==> config.mk <==
export PLATFORM = sky130hd
export DESIGN_NAME = cmd_dispatch_sched
export DESIGN_NICKNAME = d
export VERILOG_FILES = /design/src/rtl/cmd_dispatch_sched.sv
export SDC_FILE = /design/constraint.sdc
export NUM_CORES = 1
export LEC_CHECK = 0
export ABC_AREA = 1
export CORE_AREA = 2 2 178 311
export CTS_CLUSTER_DIAMETER = 120
export DETAILED_ROUTE_END_ITERATION = 10
export DIE_AREA = 0 0 180 313
export GPL_TIMING_DRIVEN = 0
export PLACE_DENSITY = 0.72
export SLEW_MARGIN = 20
export SYNTH_ARGS = -nofsm -noshare
export SYNTH_HDL_FRONTEND = slang
export SYNTH_SLANG_ARGS = --single-unit
export TNS_END_PERCENT = 5
==> constraint.sdc <==
create_clock -name clk -period 4.4 [get_ports clk]
set_clock_uncertainty 0.2 [all_clocks]
set_input_delay 0.66 -clock clk [delete_from_list [all_inputs] [get_ports clk]]
set_output_delay 0.66 -clock clk [all_outputs]
set_load 0.02 [all_outputs]
==> src/rtl/cmd_dispatch_sched.sv <==
// Host command scheduler feeding two NTT engine cores.
// Each core gets its own FIFO plus output register; a halt drains both.
module cmd_dispatch_sched #(
    parameter int DEPTH = 4,
    parameter int CW    = 3
) (
    input  logic        clk,
    input  logic        rst_n,
    input  logic        in_valid,
    input  logic [63:0] in_cmd,
    output logic        in_ready,
    output logic        cmd_valid_0,
    output logic [7:0]  cmd_opcode_0,
    output logic [3:0]  cmd_slot_0,
    output logic [47:0] cmd_dma_addr_0,
    input  logic        engine_ready_0,
    output logic        cmd_valid_1,
    output logic [7:0]  cmd_opcode_1,
    output logic [3:0]  cmd_slot_1,
    output logic [47:0] cmd_dma_addr_1,
    input  logic        engine_ready_1,
    output logic [CW-1:0] q_count_0,
    output logic [CW-1:0] q_count_1,
    output logic        halted
);
    localparam int AW = $clog2(DEPTH);
    localparam int EW = 60;

    typedef enum logic [1:0] {
        S_RUN,
        S_DRAIN,
        S_HALTED
    } state_e;

    state_e state_q, state_d;

    logic [1:0]           vld_q;
    logic [1:0]           push, pop, fire, eng_rdy;
    logic [1:0][CW-1:0]   cnt_q, cnt_d;
    logic [1:0][AW-1:0]   rd_q, wr_q;
    logic [1:0][EW-1:0]   out_q;
    logic [EW-1:0]        mem_q [2][DEPTH];
    logic [EW-1:0]        entry;
    logic                 xfer_in, is_halt, idle;
    logic                 unused_bits;

    assign eng_rdy     = {engine_ready_1, engine_ready_0};
    assign entry       = {in_cmd[63:52], in_cmd[47:0]};
    assign is_halt     = (in_cmd[63:56] == 8'h00);
    assign unused_bits = ^in_cmd[51:49];

    // A full queue on either core stalls intake for both.
    assign in_ready = (state_q == S_RUN)
                   && (cnt_q[0] < CW'(DEPTH))
                   && (cnt_q[1] < CW'(DEPTH));
    assign xfer_in  = in_valid && in_ready;
    assign idle     = (cnt_q == '0) && (vld_q == '0);

    always_comb begin
        push  = '0;
        pop   = '0;
        fire  = '0;
        cnt_d = cnt_q;
        for (int c = 0; c < 2; c++) begin
            push[c]  = xfer_in && !is_halt && (in_cmd[48] == 1'(c));
            fire[c]  = vld_q[c] && eng_rdy[c];
            pop[c]   = (cnt_q[c] != '0) && (!vld_q[c] || fire[c]);
            cnt_d[c] = cnt_q[c] + CW'(push[c]) - CW'(pop[c]);
        end
    end

    always_comb begin
        state_d = state_q;
        unique case (state_q)
            S_RUN:    if (xfer_in && is_halt) state_d = S_DRAIN;
            S_DRAIN:  if (idle) state_d = S_HALTED;
            S_HALTED: state_d = S_HALTED;
            default:  state_d = S_RUN;
        endcase
    end

    always_ff @(posedge clk or negedge rst_n) begin
        if (!rst_n) begin
            state_q <= S_RUN;
            vld_q   <= '0;
            cnt_q   <= '0;
            rd_q    <= '0;
            wr_q    <= '0;
            out_q   <= '0;
        end else begin
            state_q <= state_d;
            cnt_q   <= cnt_d;
            for (int c = 0; c < 2; c++) begin
                if (push[c]) wr_q[c] <= wr_q[c] + AW'(1);
                if (pop[c]) begin
                    out_q[c] <= mem_q[c][rd_q[c]];
                    vld_q[c] <= 1'b1;
                    rd_q[c]  <= rd_q[c] + AW'(1);
                end else if (fire[c]) begin
                    vld_q[c] <= 1'b0;
                end
            end
        end
    end

    always_ff @(posedge clk) begin
        for (int c = 0; c < 2; c++) begin
            if (push[c]) mem_q[c][wr_q[c]] <= entry;
        end
    end

    assign cmd_valid_0    = vld_q[0];
    assign cmd_opcode_0   = out_q[0][59:52];
    assign cmd_slot_0     = out_q[0][51:48];
    assign cmd_dma_addr_0 = out_q[0][47:0];
    assign cmd_valid_1    = vld_q[1];
    assign cmd_opcode_1   = out_q[1][59:52];
    assign cmd_slot_1     = out_q[1][51:48];
    assign cmd_dma_addr_1 = out_q[1][47:0];
    assign q_count_0      = cnt_q[0];
    assign q_count_1      = cnt_q[1];
    assign halted         = (state_q == S_HALTED);

endmodule
### After elaboration in Yosys (flattened, before gate mapping)

Memories as Yosys holds them, arrays and structs flattened.
Index checks and enable logic that the tools add are counted.

| operators by class | value |
|---|---|
| $add $sub $neg | 8 |
| multipliers | 0 |
| div/mod/pow operators | 0 |
| $lt $le $gt $ge | 8 |
| equality and inequality tests | 4 |
| shift-type cells | 0 |
| muxes and demuxes | 24 |
| bitwise logic cells | 5 |
| reductions and logical operators | 29 |

Operators by type and width:

| kind | count |
|---|---|
| 240-bit two-way mux | 4 |
| 60-bit two-way mux | 6 |
| 60-bit binary-select mux with 2-bit select | 2 |
| 60-bit demux with 2-bit select | 2 |
| 240-bit OR reduction | 1 |
| 1-bit logical AND | 14 |
| 3-bit greater-or-equal comparator, second input constant | 4 |
| 2-bit NOT with 3-bit output | 4 |
| 2-bit by 1-bit adder with 2-bit output, second input constant | 4 |
| 8-bit logical NOT | 1 |
| 1-bit two-way mux | 7 |
| 3-bit by 1-bit adder with 3-bit output | 2 |
| 6-bit logical NOT | 1 |
| 3-bit by 1-bit < comparator with 1-bit output, second input constant | 2 |
| 3-bit < comparator, second input constant | 2 |
| 2-bit one-hot mux with 3 select lines | 1 |
| 3-bit nonzero test | 2 |
| 3-bit by 1-bit subtractor with 3-bit output | 2 |
| 2-bit logical NOT | 2 |
| 2-bit two-way mux | 2 |
| 2-bit nonzero test | 2 |
| 1-bit logical NOT | 3 |
| 2-bit by 1-bit equality test with 1-bit output, second input constant | 1 |
| 2-bit equality test, second input constant | 1 |
| other kinds (5) | 6 |

| storage, ports and cells | value |
|---|---|
| register bits after elaboration | 138 |
| bits in latches | 0 |
| memory bits (writable) | 480 |
| memory bits (read-only) | 0 |
| logic and storage cells | 90 |
| memories | 1 |

Memory list:

| name | depth | width | rd ports | clocked after memory_dff | write ports | RTL line | source |
|---|---|---|---|---|---|---|---|
| mem_q | 2 | 240 | 2 | 0 | 1 | 42 | `logic [EW-1:0] mem_q [2][DEPTH];` |

### Depth between registers and ports, before layout

Gate-level depths: netlist (run 1).

| depth | value |
|---|---|
| depth after elaboration | 10 |
| gate-level depth with buffers | 13 |
| mapped depth without buffers | 12 |

### Least setup slack after synthesis (run 1)

No wires, ideal clock.

| timing path | value |
|---|---|
| path kind | register -> register |
| start point | reg state_q[0] |
| end point | mem mem_q[0][0] in the netlist's numbering (enable) |
| library setup time | 478 ps |
| arrival time | 3688 ps |
| required time | 3722 ps |
| slack | 33 ps |
| stages on the path, launching flop included | 7 |
| path buffers | 0 |
| clock period less this slack | 4367 ps |
| path through | dfrtp_1 > inv_1 > ha_1 > nand3_1 > nor2_4 > nand3_1 > nor2_1 |

| between the ends | value |
|---|---|
| longest elaborated chain between the ends | 10 |
| elaborated cells on any way between the ends | 14 |
| classes of those cells | mux (6); reduce/logical (8) |

RTL lines:

| element | RTL line | source |
|---|---|---|
| from (decl) | 35 | `state_e state_q, state_d;` |
| from (signal assigned) | 91 | `state_q <= state_d;` |
| 2-bit logical NOT (*) | 53 | `assign in_ready = (state_q == S_RUN)` |
| 1-bit logical AND (*) | 54 | `&& (cnt_q[0] < CW'(DEPTH))` |
| 1-bit logical AND (*) | 55 | `&& (cnt_q[1] < CW'(DEPTH));` |
| 1-bit logical AND (*) | 56 | `assign xfer_in = in_valid && in_ready;` |
| 1-bit logical AND (*) | 65 | `push[c] = xfer_in && !is_halt && (in_cmd[48] == 1'(c));` |
| 1-bit logical AND | 65 |  |
| 1-bit two-way mux | 108 | `if (push[c]) mem_q[c][wr_q[c]] <= entry;` |
| 240-bit two-way mux (implied by the code) | 108 |  |
| 240-bit OR reduction (no source line) | n/a |  |
| 1-bit two-way mux (no source line) / 240-bit two-way mux (equally long branches) | n/a |  |
| to (decl) | 42 |  |

Mark *: on every way between the ends. The rest lies on a longest branch, timed or not.

### Final worst setup path (run 1)

| timing path | value |
|---|---|
| start point | in in_cmd[63] |
| end point | mem mem_q[0][127] in the netlist's numbering (enable) |

| between the ends | value |
|---|---|
| longest elaborated chain between the ends | 8 |
| elaborated cells on any way between the ends | 12 |
| classes of those cells | mux (6); reduce/logical (6) |

RTL lines:

| element | RTL line | source |
|---|---|---|
| from (decl) | 10 | `input logic [63:0] in_cmd,` |
| 8-bit logical NOT (*) | 49 | `assign is_halt = (in_cmd[63:56] == 8'h00);` |
| 1-bit logical NOT (*) | 65 |  |
| 1-bit logical AND (*) | 65 |  |
| 1-bit logical AND | 65 |  |
| 1-bit two-way mux | 108 |  |
| 240-bit two-way mux (implied by the code) | 108 |  |
| 240-bit OR reduction (no source line) | n/a |  |
| 1-bit two-way mux (no source line) / 240-bit two-way mux (equally long branches) | n/a |  |

Marked as above.

==> impl_metrics.csv, run 1 <==
group,metric,value,unit
synth,synth_area_leader_cell,"edfxtp_1",
pwr,ir_drop,0.370,mV
critical_path,r2r_slack,1140,ps
sta,relSlewSlack,46.8,%
route,drc,0,
place,place.gp.congestion,0.810,
pwr,power_switching_share,36.5,%
sta,final.setup.tns,0,ps
sta,fin_crit,3550,ps
pwr,clockPowerShare,24.0,%
floorplan,die_w,180,um
route,firstDrtPassIters,6,
floorplan,die_h,313,um
floorplan,boundaryPins,199,
cells_and_area,final_common_cell,"nor2_1",
global_routing,grt_usage,21.0,%
global_routing,grt_use_met3,3.60,%
place,dp_cells,2763,
sta,setup_ws,849,ps
cts,path_clk_slew,70,ps
sta,finalHoldViolCount,0,
global_routing,grt-ovfl-total,0,
synth,synth_area_per_cell,12.6,um^2
cells_and_area,regArea,17900,um^2
cells_and_area,stdcell_count,2862,
place,port_buffers,195,
synth,ys_top_cells_by_area,"edfxtp_1 (61%), dfrtp_1 (15%), nor2_1 (8.0%)",
worst_hold_path,holdCritPathClass,"reg2reg",
critical_path,cp-end-kind,"register",
cts,cts-root-buf,"clkbuf_16",
cts,htreeDepth,2,
flow_run,maxCapViolCount,0,
synth,synth-seq-area-share,76.0,%
floorplan,start_util,43.6,%
route,drt_iter0_drc,1252,
sta,setup_violations,0,
global_routing,grtUsageMet2,39.0,%
sta,report.final.slew_viol_count,0,
cts,cts_buffers,51,
critical_path,cp.required,4480,ps
cts,cts_tree,"built",
route,antenna_left,0,
route,routed_via_density,5.31,
route,wl_per_cell,21.2,um
worst_hold_path,worstHoldStart,"cmd_dma_addr_1[26]",
cells_and_area,synthToLayoutAreaGrowth,21.3,%
sta,timing.fmax,282,MHz
sta,fin_crit_sh,80.7,%
cts,clock_latency,580,ps
worst_hold_path,whs_path_depth,2,
route,vias,15200,
cells_and_area,nNetsFinal,2214,
global_routing,grt_pass1_wl,90.6,mm
global_routing,grt_use_met1,22.9,%
synth,yosysTopAreaCellShare,61.3,%
pwr,p_int,12.3,mW
cells_and_area,final_cell_mix,"nor2_1 (492), edfxtp_1 (480), o21ai_0 (248), nand2_1 (203), clkdlybuf4s50_1 (194)",
worst_hold_path,whs_endpoint,"cmd_dma_addr_1[26]",
pwr,power_density,682,nW/um^2
place,dp_hpwl,41.0,mm
synth,synth_area,23500,um^2
critical_path,timing.rr.start,"state_q[0]",
critical_path,criticalPathCategory,"in2reg",
critical_path,r2r_end,"mem_q[0][127]",
floorplan,fp-row-count,113,
floorplan,core_area,53900,um^2
pwr,leakage,10.3,nW
global_routing,antenna_found_initial,3,
cells_and_area,n_fill_cell,4355,
critical_path,startpoint_type,"primary input",
sta,rsz0062_at_grt,"no",
cells_and_area,multi_input_area,4970,um^2
pwr,finalPower,19.4,mW
floorplan,dieArea,56300,um^2
synth,syn_nets,1947,
route,routed_wl,60.7,mm
cts,cts_buffer_depth,3,
cells_and_area,post_route_cells_drive_above_1_share,8.58,%
run_status,status,"finished, final reports clean",
synth,ys_ff_latch,618,
cts,numClockSinks,618,
sta,tightest_slew,796,ps
pwr,p_switching,7.09,mW
synth,synth_cells,1860,
critical_path,reg2reg_depth,8,
critical_path,cp_data_arrival_time,3630,ps
critical_path,path_max_fanout,21,
place,place_ws,256,ps
sta,whs,280,ps
pwr,power_frac_seq,39.2,%
global_routing,top_usage_layer,"met2",
synth,yosys_warnings,0,
pwr,p_comb_share,36.8,%
synth,synth_cell_type_count,27,
global_routing,grt_pass1_vias,15800,
global_routing,grt_max_degree,83,
-- final cells by class --
| class | count | area share, % |
|---|---|---|
| plain buffers | 104 | 2.05 |
| multi-input cells | 1102 | 17.4 |
| clock inverters | 23 | 1.00 |
| inverters | 36 | 0.474 |
| repair buffers | 214 | 8.32 |
| well taps | 690 | 3.03 |
| flip-flops and latches | 618 | 62.7 |
| diodes | 3 | 0.0263 |
| clock buffers | 72 | 5.00 |
-- per-stage QoR --
stage / utilization (%) / area (um^2)
3_5_place_dp: 49.7 / 26800
5_1_grt: 52.9 / 28500
4_1_cts: 52.9 / 28500
6_report: 52.9 / 28500
2_1_floorplan: - / 23500
3_3_place_gp: 48.8 / 26300
-- per-layer routing --
layer | wire [um] | up-vias
met5 | 0 | -
met2 | 32300 | 564
met3 | 3560 | 143
met1 | 21800 | 7500
li1 | - | 6981
met4 | 3090 | 0
-- registers in the layout, summed over array words and instances, names as in the netlist --
| signal | cells |
|---|---|
| mem_q | 480 |
| cmd_dma_addr_0 | 48 |
| cmd_dma_addr_1 | 48 |
| cmd_opcode_0 | 8 |
| cmd_opcode_1 | 8 |
| cmd_slot_0 | 4 |
| cmd_slot_1 | 4 |
| rd_q | 4 |
| wr_q | 4 |
| q_count_0 | 3 |
| q_count_1 | 3 |
| state_q | 2 |
| vld_q | 2 |
-- cell families after synthesis --
family	Yosys count	synth area share, %
XOR/XNOR	5	0.186
buffers and inverters	140	3.06
AO/OA/AOI/OAI	364	8.12
AND/OR/NAND/NOR	715	11.6
flip-flops	618	76.0
adder cells (fa/ha/maj)	18	1.02
-- worst max path at each step --
| stage | depth (start not counted) | endpoint | from | slack, ps |
|---|---|---|---|---|
| final | 9 | mem_q[0][127] | in_cmd[63] | 850 |
| after global routing | 9 | mem_q[0][128] | in_cmd[63] | 710 |
| after CTS | 9 | mem_q[0][122] | in_cmd[63] | 860 |
| after detailed placement | 9 | mem_q[0][127] | in_cmd[63] | 260 |
| after global placement | 1 | cmd_dma_addr_1[35] | rst_n | -4050 |
| after floorplan | 6 | mem_q[0][0] | state_q[0] | 30 |
-- what timing repair did --
| item | CTS | global route |
|---|---|---|
| resized for setup | 0 | 0 |
| hold endpoints to repair | 81 | 0 |
| setup buffers | 0 | 0 |
| hold buffers | 1 | 0 |
-- power groups by stage --
stage                     logic [mW]  clock network (mW)  registers [mW]
after floorplan                 3.40                   0            8.31
after global placement          6.91                   0            7.73
after detailed placement        7.17                   0            7.74
after CTS                       7.21                4.70            7.63
after global routing            7.81                4.91            7.71
final                           7.15                4.65            7.62
-- cell usage after synthesis, drive strengths merged --
| cell | count |
|---|---|
| o21ai | 304 |
| inv | 36 |
| xnor2 | 1 |
| nand3b | 1 |
| nand3 | 5 |
| nor2 | 502 |
| edfxtp | 480 |
| ha | 16 |
| nand4 | 3 |
| nand2 | 204 |
| clkbuf | 36 |
| fa | 2 |
| buf | 68 |
| a31oi | 60 |
| xor2 | 4 |
| dfrtp | 138 |
-- critical path: stages --
cell             delay (ps)
clkdlybuf4s50_1         830
nor2_1                  110
nand2_1                  90
nor2_1                   90
inv_1                   150
nand3_1                 400
nor2_4                  770
buf_12                  280
buf_12                  210
Power figures use the tool's default switching activity.
==> inputs of run 2 (changes only) <==
--- a/config.mk
+++ b/config.mk
@@ -11,7 +11,7 @@
 export DETAILED_ROUTE_END_ITERATION = 10
 export DIE_AREA = 0 0 180 313
 export GPL_TIMING_DRIVEN = 0
-export PLACE_DENSITY = 0.72
+export PLACE_DENSITY = 0.7
 export SLEW_MARGIN = 20
 export SYNTH_ARGS = -nofsm -noshare
 export SYNTH_HDL_FRONTEND = slang
==> constraint.sdc (replaced) <==
create_clock -name clk -period 3.3 [get_ports clk]
set_clock_uncertainty 0.2 [all_clocks]
set_input_delay 0.495 -clock clk [delete_from_list [all_inputs] [get_ports clk]]
set_output_delay 0.495 -clock clk [all_outputs]
set_load 0.02 [all_outputs]
==> run 2 against run 1 <==
  * Count of clock-buffer cells in the layout decreased by 8
  * Clock power is 38% higher
  * Critical path type is now reg2reg
  * Sequential power increased by 34%
  * Global-route usage rose by 0.22 points
  * Largest cell class unchanged
  * Register-to-register slack worse by 990 ps
  * Utilization rose by 0.52 points
  * Highest routed layer unchanged
  * Final cell count grew 0.17%
  * Sequential cell count did not move
  * Setup slack worse by 700 ps
==> impl_metrics.csv, run 2 (same netlist as run 1, synthesis figures left out) <==
group,metric,value,unit
run_status,status,"finished, final reports clean",
floorplan,die_h,313,um
pwr,power_frac_seq,38.9,%
cells_and_area,nNetsFinal,2220,
sta,finalHoldViolCount,0,
cells_and_area,final_common_cell,"nor2_1",
sta,fin_crit,3150,ps
cells_and_area,largest_register_ffs,480,
floorplan,boundaryPins,199,
place,place_ws,-592,ps
cells_and_area,n_fill_cell,4305,
pwr,ir_drop,0.425,mV
floorplan,core_area,53900,um^2
critical_path,cp-end-kind,"register",
floorplan,die_w,180,um
pwr,p_switching,9.43,mW
critical_path,crit_top_cell,"inv_1",
pwr,leakage,10.4,nW
global_routing,top_usage_layer,"met2",
cts,htreeDepth,2,
sta,setup_ws,146,ps
floorplan,dieArea,56300,um^2
global_routing,antenna_found_initial,2,
critical_path,path_max_fanout,10,
cells_and_area,fin_area,28800,um^2
route,vias,15100,
global_routing,grt_pass1_vias,15800,
cells_and_area,post-route-util,53.5,%
global_routing,grtUsageMet2,39.6,%
global_routing,grt_use_met3,3.74,%
flow_run,maxCapViolCount,0,
place,place.gp.congestion,0.798,
critical_path,worstPathCellList,"inv_1, nand2_1, o21ai_4, inv_2, buf_2, ha_1, inv_1, ha_1, inv_1, fa_1, xor2_1",
cts,cts_buffer_depth,3,
cts,cts-root-buf,"clkbuf_16",
sta,rsz0062_at_grt,"yes",
global_routing,grt_pass1_wl,90.9,mm
cells_and_area,final_cell_mix,"nor2_1 (492), edfxtp_1 (480), o21ai_0 (248), nand2_1 (203), clkdlybuf4s50_1 (194)",
cts,path_clk_slew,70,ps
cells_and_area,synthToLayoutAreaGrowth,22.5,%
sta,relSlewSlack,46.0,%
route,antenna_left,0,
sta,tightest_slew,810,ps
place,port_buffers,195,
pwr,p_comb_share,36.5,%
sta,fin_crit_sh,95.6,%
critical_path,cp.required,3570,ps
global_routing,grt_usage,21.2,%
worst_hold_path,holdCritPathClass,"in2async",
route,drc,0,
route,wl_per_cell,21.1,um
route,drt_iter0_drc,1602,
global_routing,grt-ovfl-total,0,
pwr,p_int,16.7,mW
cts,clock_latency,590,ps
place,dpl_cell_area,27000,um^2
critical_path,criticalPathCategory,"reg2reg",
critical_path,cp_data_arrival_time,3430,ps
floorplan,fp-row-count,113,
place,dp_hpwl,41.4,mm
sta,final.setup.tns,0,ps
route,routed_via_density,5.28,
floorplan,start_util,43.6,%
pwr,finalPower,26.1,mW
sta,report.final.slew_viol_count,0,
pwr,clockPowerShare,24.6,%
cts,cts_tree,"built",
cells_and_area,post_route_cells_drive_above_1_share,9.24,%
route,firstDrtPassIters,6,
sta,setup_violations,0,
global_routing,grt_max_degree,83,
critical_path,startpoint_type,"register",
critical_path,critPathMaxStageDelay,550,ps
critical_path,reg2reg_depth,11,
cts,numClockSinks,618,
route,routed_wl,60.5,mm
critical_path,critical_path.slowest_cell,"o21ai_4",
cts,cts_buffers,51,
pwr,power_switching_share,36.2,%
global_routing,grt_use_met1,22.6,%
pwr,power_density,906,nW/um^2
sta,timing.fmax,317,MHz
## run 2: cell types whose count changed in the layout (fill, tap and decap cells not counted), moves of 5 or more
cell | before | now
buf_16 | 6 | 17
clkinv_2 | 5 | 12
clkbuf_1 | 44 | 36
buf_12 | 12 | 7
## run 2: final cells by class
cell class,count,area [um^2],area share (%)
flip-flops and latches,618,17900,62.1
multi-input cells,1102,4980,17.3
diodes,2,5.00,0.0174
inverters,36,135,0.469
clock buffers,64,1420,4.92
well taps,690,863,3.00
plain buffers,104,584,2.03
repair buffers,220,2570,8.94
clock inverters,31,370,1.29
## run 2: per-stage QoR
stage | std cells | hold slack [ps]
2_1_floorplan | 1860 | -0.591
3_3_place_gp | 2745 | 266
3_5_place_dp | 2769 | 261
4_1_cts | 2865 | 227
5_1_grt | 2866 | 262
6_report | 2867 | 225
## run 2: metal layers
| metal | vias to the layer above | share of wire [%] |
|---|---|---|
| met3 | 153 | 5.7 |
| met4 | 0 | 5.1 |
| met2 | 564 | 54 |
| met5 | - | 0 |
| li1 | 6995 | - |
| met1 | 7412 | 36 |
## run 2: worst max-delay path: cells and delay by family, from the launching register on
kind	cells	cell delay, ps
buffers and inverters	5	820
adder cells (fa/ha/maj)	3	780
AO/OA/AOI/OAI	1	550
flip-flops	1	420
XOR/XNOR	1	170
AND/OR/NAND/NOR	1	80
## run 2: path summary, 6_finish.rpt
| kind | from | end | slack, ps |
|---|---|---|---|
| hold reg to reg | cmd_dma_addr_1[14] | cmd_dma_addr_1[14] | 280 |
| max in group asynchronous | rst_n | cmd_dma_addr_1[41] | 1800 |
| setup reg to reg | q_count_1[1] | q_count_1[2] | 150 |
| min in group clk | cmd_dma_addr_1[14] | cmd_dma_addr_1[14] | 280 |
| setup / recovery | q_count_1[1] | q_count_1[2] | 150 |
| hold / removal | rst_n | cmd_dma_addr_1[16] | 230 |
## run 2: power groups by stage
stage	clock network [mW]	logic (mW)	registers (mW)
6_report	6.42	9.51	10.2
5_1_grt	6.77	10.4	10.3
4_1_cts	6.49	9.58	10.2
3_5_place_dp	0	9.52	10.3
3_3_place_gp	0	9.21	10.3
2_1_floorplan	0	4.55	11.1
## run 2: repair_timing
action / in CTS / in global routing
resized for setup: 0 / 1
hold endpoints to repair: 56 / 0
hold buffers: 1 / 0
endpoints found under the setup margin: 0 / 70
buffers inserted: 0 / 0
